[src/rtl/frequency_meter.sv]
// Period and high-time meter: counts clk cycles between successive synchronized
// rising edges of signal_in, with a sticky timeout when no edge arrives in time.
module frequency_meter #(
  parameter int unsigned REFERENCE_CLOCK = 50_000_000,
  parameter int unsigned MAX_PERIOD      = 1000,
  parameter int unsigned N_BITS          = $clog2(MAX_PERIOD + 1)
) (
  input  logic              clk,
  input  logic              reset,
  input  logic              enable,
  input  logic              signal_in,
  output logic [N_BITS-1:0] period,
  output logic [N_BITS-1:0] high_time,
  output logic              valid,
  output logic              timeout,
  output logic              measuring
);

  typedef enum logic {ARM, MEASURE} state_t;

  localparam logic [N_BITS-1:0] MAX_CNT = N_BITS'(MAX_PERIOD);
  localparam logic [N_BITS-1:0] ONE     = N_BITS'(1);

  // REFERENCE_CLOCK only documents the clk rate; it is sanity-checked here so a
  // zero setting is caught at elaboration.
  if (REFERENCE_CLOCK == 0 || MAX_PERIOD == 0) begin : g_cfg_check
    $error("frequency_meter: REFERENCE_CLOCK and MAX_PERIOD must be non-zero");
  end

  state_t            state, state_next;
  logic              s1, s2, s3;
  logic              rise;
  logic [N_BITS-1:0] cnt, cnt_next;
  logic [N_BITS-1:0] hcnt, hcnt_next;
  logic [N_BITS-1:0] period_next, high_time_next;
  logic              valid_next, timeout_next;

  assign rise      = s2 & ~s3;
  assign measuring = (state == MEASURE);

  always_comb begin
    state_next     = state;
    cnt_next       = cnt;
    hcnt_next      = hcnt;
    period_next    = period;
    high_time_next = high_time;
    valid_next     = 1'b0;
    timeout_next   = timeout;

    if (!enable) begin
      state_next = ARM;
      cnt_next   = '0;
      hcnt_next  = '0;
    end else begin
      case (state)
        ARM: begin
          if (rise) begin
            state_next = MEASURE;
            cnt_next   = ONE;
            hcnt_next  = ONE;
          end
        end
        MEASURE: begin
          // An edge landing on the last countable cycle is still a valid period.
          if (rise) begin
            period_next    = cnt;
            high_time_next = hcnt;
            valid_next     = 1'b1;
            timeout_next   = 1'b0;
            cnt_next       = ONE;
            hcnt_next      = ONE;
          end else if (cnt == MAX_CNT) begin
            timeout_next = 1'b1;
            state_next   = ARM;
          end else begin
            cnt_next = cnt + ONE;
            if (s2) hcnt_next = hcnt + ONE;
          end
        end
        default: state_next = ARM;
      endcase
    end
  end

  always_ff @(posedge clk) begin
    if (reset) begin
      state     <= ARM;
      s1        <= 1'b0;
      s2        <= 1'b0;
      s3        <= 1'b0;
      cnt       <= '0;
      hcnt      <= '0;
      period    <= '0;
      high_time <= '0;
      valid     <= 1'b0;
      timeout   <= 1'b0;
    end else begin
      s1        <= signal_in;
      s2        <= s1;
      s3        <= s2;
      state     <= state_next;
      cnt       <= cnt_next;
      hcnt      <= hcnt_next;
      period    <= period_next;
      high_time <= high_time_next;
      valid     <= valid_next;
      timeout   <= timeout_next;
    end
  end

endmodule

[config.mk]
export PLATFORM = sky130hd
export DESIGN_NAME = frequency_meter
export DESIGN_NICKNAME = d
export VERILOG_FILES = /design/src/rtl/frequency_meter.sv
export SDC_FILE = /design/constraint.sdc
export NUM_CORES = 1
export LEC_CHECK = 0
export ABC_AREA = 1
export BUFFER_PORTS_ARGS = -buffer_cell sky130_fd_sc_hd__clkbuf_2
export CORE_MARGIN = 2
export CORE_UTILIZATION = 25
export CTS_CLUSTER_DIAMETER = 80
export DETAILED_ROUTE_END_ITERATION = 8
export SYNTH_ARGS = -nofsm -noshare
export SYNTH_HDL_FRONTEND = slang
export SYNTH_SLANG_ARGS = --single-unit
[constraint.sdc]
create_clock -name clk -period 3.05 [get_ports clk]
set_input_delay 0.61 -clock clk [delete_from_list [all_inputs] [get_ports clk]]
set_output_delay 0.61 -clock clk [all_outputs]
set_load 0.05 [all_outputs]
==> results.md <==
* Status: finished clean
* Die Y at 97.8 microns
* Vias in the first global route at 1,838
* Worst slew margin at 0.458
* Setup violators final at 0
* EDFF count, synth at 0
* Lkg Pwr at 0.000992 uW
* WP buf/inv at 1
* Crit-path max FO at 9
* Antenna-violating nets left at 0
* Max Root-Sink Buffers at 2
* Synth area leaders: dfxtp_1 (42%), nand3_1 (11%), nand2_1 (10%)
* Max Clk Rate at 509 MHz
* Fin crit share at 0.644
* Synth Register Bits at 46
* Die area at 9570 sq um
* Int Power at 774 uW
* Clock Power Share at 0.345
* Initial DRC count at 90
* 1st-pass router iterations at 4
* Flop2flop setup slack at 1150 ps
* Grt ovf at 0
* Pre-CTS WS at 1140 ps
* CTS Hold Bufs at 0
* Share of cells above drive strength 1 at 0.157
* Critical setup path kind: reg -> out
* Synth cell types at 27
* Skew final at 3.17 ps
* GPL Wtd Cong at 0.915
* Syn Area/Cell at 7.34 sq um
* Seq/Total Area, Yosys at 0.418
* GR Util All Layers at 0.108
* # nets final at 331
* Ys flop type: dfxtp_1
* CP Data Arrival Time at 1350 ps
* Asr flop ratio synth at 0
* Drt wl/cell at 11.6 microns
* Reg2reg path depth at 3
* Filler cell count at 924
* DR DRC count at 0
* Area grow syn2layout at 12.2%
* IO Pins at 27
* Critical Path RT at 2440 ps
* Worst setup startpoint: measuring$_SDFF_PP0_
* Syn_nets at 307
* Routed vias at 1,945
* Most frequent cells in the layout: nand2_1 (60), nand3_1 (47), dfxtp_1 (46), inv_1 (37), nor2_1 (35)
* Flop pwr share at 0.609
* Max cap viols at 0
* Register clock-pin slew on the reported worst setup and hold paths at 80 ps
* Std-Cell Core Area at 8640 sq um
* CP top delay family: flip-flops
* Netlist Area Pre-Place at 2200 sq um
* Htree depth at 2
* ANT cells at 0
* FP Rows at 34
* Postcts setup bufs at 0
* Min-Delay Endpoint: s2$_SDFF_PP0_
* Switching part of the total power at 0.224
* Initial antenna violation count at 0
* Switch Pwr at 224 uW
* CTS root buf: clkbuf_8
* Top cell type's share of synthesized area at 0.418
* First-pass GRT wire length at 8500 microns
* Max Slew Vio Count at 0
* Starting Density at 0.255
* FF-to-FF Start: measuring$_SDFF_PP0_
* TNS Setup at 0 ps
* CTS Buf Count at 5
* Critical R2R Capture: high_time[7]$_SDFFE_PP0P_
* Hold crit path type: reg -> reg
* Total clock sinks at 46
* Via density at 4.50
* Mapped Cells at 300
* Crit end category: output port
* Min Tclk post-route at 1960 ps
* Tot Pwr at 998 uW
* Hold WS at 417 ps
* Register Area at 921 sq um
* Slowest CP cell: dfxtp_1
* Maximum vdd ir drop at 0.000154 V
* HPWL after DPL at 3660 microns
* Crit-path cells: clkbuf_2
* CTS tree: built
* Combinational power share at 0.046
* Most common cell after layout, fill and taps aside: nand2_1
* Skew-Pair Late Insertion Delay at 290 ps
* Yosys top cell by area: dfxtp_1
* Port Buf Inserts at 26
* RSZ-0062 raised after global routing: false
* Routed WL at 4990 microns
* Post-cts repair resize count at 0
* CP max stage delay at 680 ps
* PwrDens at 404 nW/um^2
* Fin. Hold Viols at 0
* Die W at 97.8 microns
* PnR worst setup slack at 1090 ps
* Hold_sp: s1$_SDFF_PP0_
* Largest net degree at the start of global routing at 24
* Worst slew pin tran at 811 ps
* Ys Warns at 0
* Multi-input logic area at 1050 sq um
* Setup crit start kind: flip-flop
* Worst Hold Path Cells at 2
## synth_stat cells (2+ instances only)
cell and n:
buf_1 2, buf_6 3, o21ai_1 8, a21oi_2 2, o21ai_0 19, buf_2 2
inv_2 2, nor2_4 4, nand2_2 4, a21oi_1 10, inv_1 37, nor2_1 35
nand2_1 60, buf_4 2, nand3_1 47, nand4_4 2, ha_1 3, dfxtp_1 46
nand4_1 4
## power by group through the flow
stage | Combinational [uW] | Sequential (uW) | Clock, uW
4_1_cts | 46.1 | 608 | 360
3_5_place_dp | 45.9 | 622 | 0
5_1_grt | 52.5 | 609 | 381
2_1_floorplan | 36.2 | 621 | 0
6_report | 45.8 | 608 | 344
3_3_place_gp | 45.4 | 622 | 0
## state kept, by name, summed over array words and instances (netlist names), 10 cells and up
signal	flops
period	10
cnt	10
high_time	10
hcnt	10
## cells by family (layout without fill, tap and decap cells)
| kind of cell | Yosys count | after routing | share of synthesized area |
|---|---|---|---|
| adder cells (fa/ha/maj) | 3 | 3 | 0.0171 |
| buffers and inverters | 50 | 74 | 0.106 |
| AO/OA/AOI/OAI | 40 | 40 | 0.0961 |
| AND/OR/NAND/NOR | 161 | 161 | 0.363 |
| flip-flops | 46 | 46 | 0.418 |
## how the worst max path moves through the flow
stage	endpoint	cells after the start
global placement	period[4]$_SDFFE_PP0P_	4
floorplan	hcnt[7]$_SDFFE_PP0P_	8
CTS	measuring	1
finish	measuring	1
detailed placement	high_time[7]$_SDFFE_PP0P_	4
global route	high_time[7]$_SDFFE_PP0P_	3
## routing by layer
layer | part of all wire | global-route usage | vias to the layer above
met5 | 0 | 0 | -
met4 | 0.016 | 0.0449 | 0
met3 | 0.024 | 0.0251 | 6
met2 | 0.51 | 0.188 | 28
met1 | 0.45 | 0.129 | 892
li1 | - | - | 1019
## final cells by class
class,instances,area share
Multi-Input combinational cell,204,0.424
Sequential cell,46,0.373
Timing Repair Buffer,27,0.0557
Inverter,40,0.0618
Clock buffer,7,0.0309
Tap cell,108,0.0547
## per-stage QoR
stage / cell area, sq um / cells / util
after CTS: 2470 / 432 / 0.286
final: 2470 / 432 / 0.286
after floorplan: 2200 / 300 / -
after global placement: 2390 / 425 / 0.277
after global routing: 2470 / 432 / 0.286
after detailed placement: 2390 / 425 / 0.277
## worst register-to-register path, cell delays in order (launching register included)
cell,delay (ps)
dfxtp_1,680
nand3_1,740
nand3_1,250
o21ai_0,110
Power figures use the tool's default switching activity.
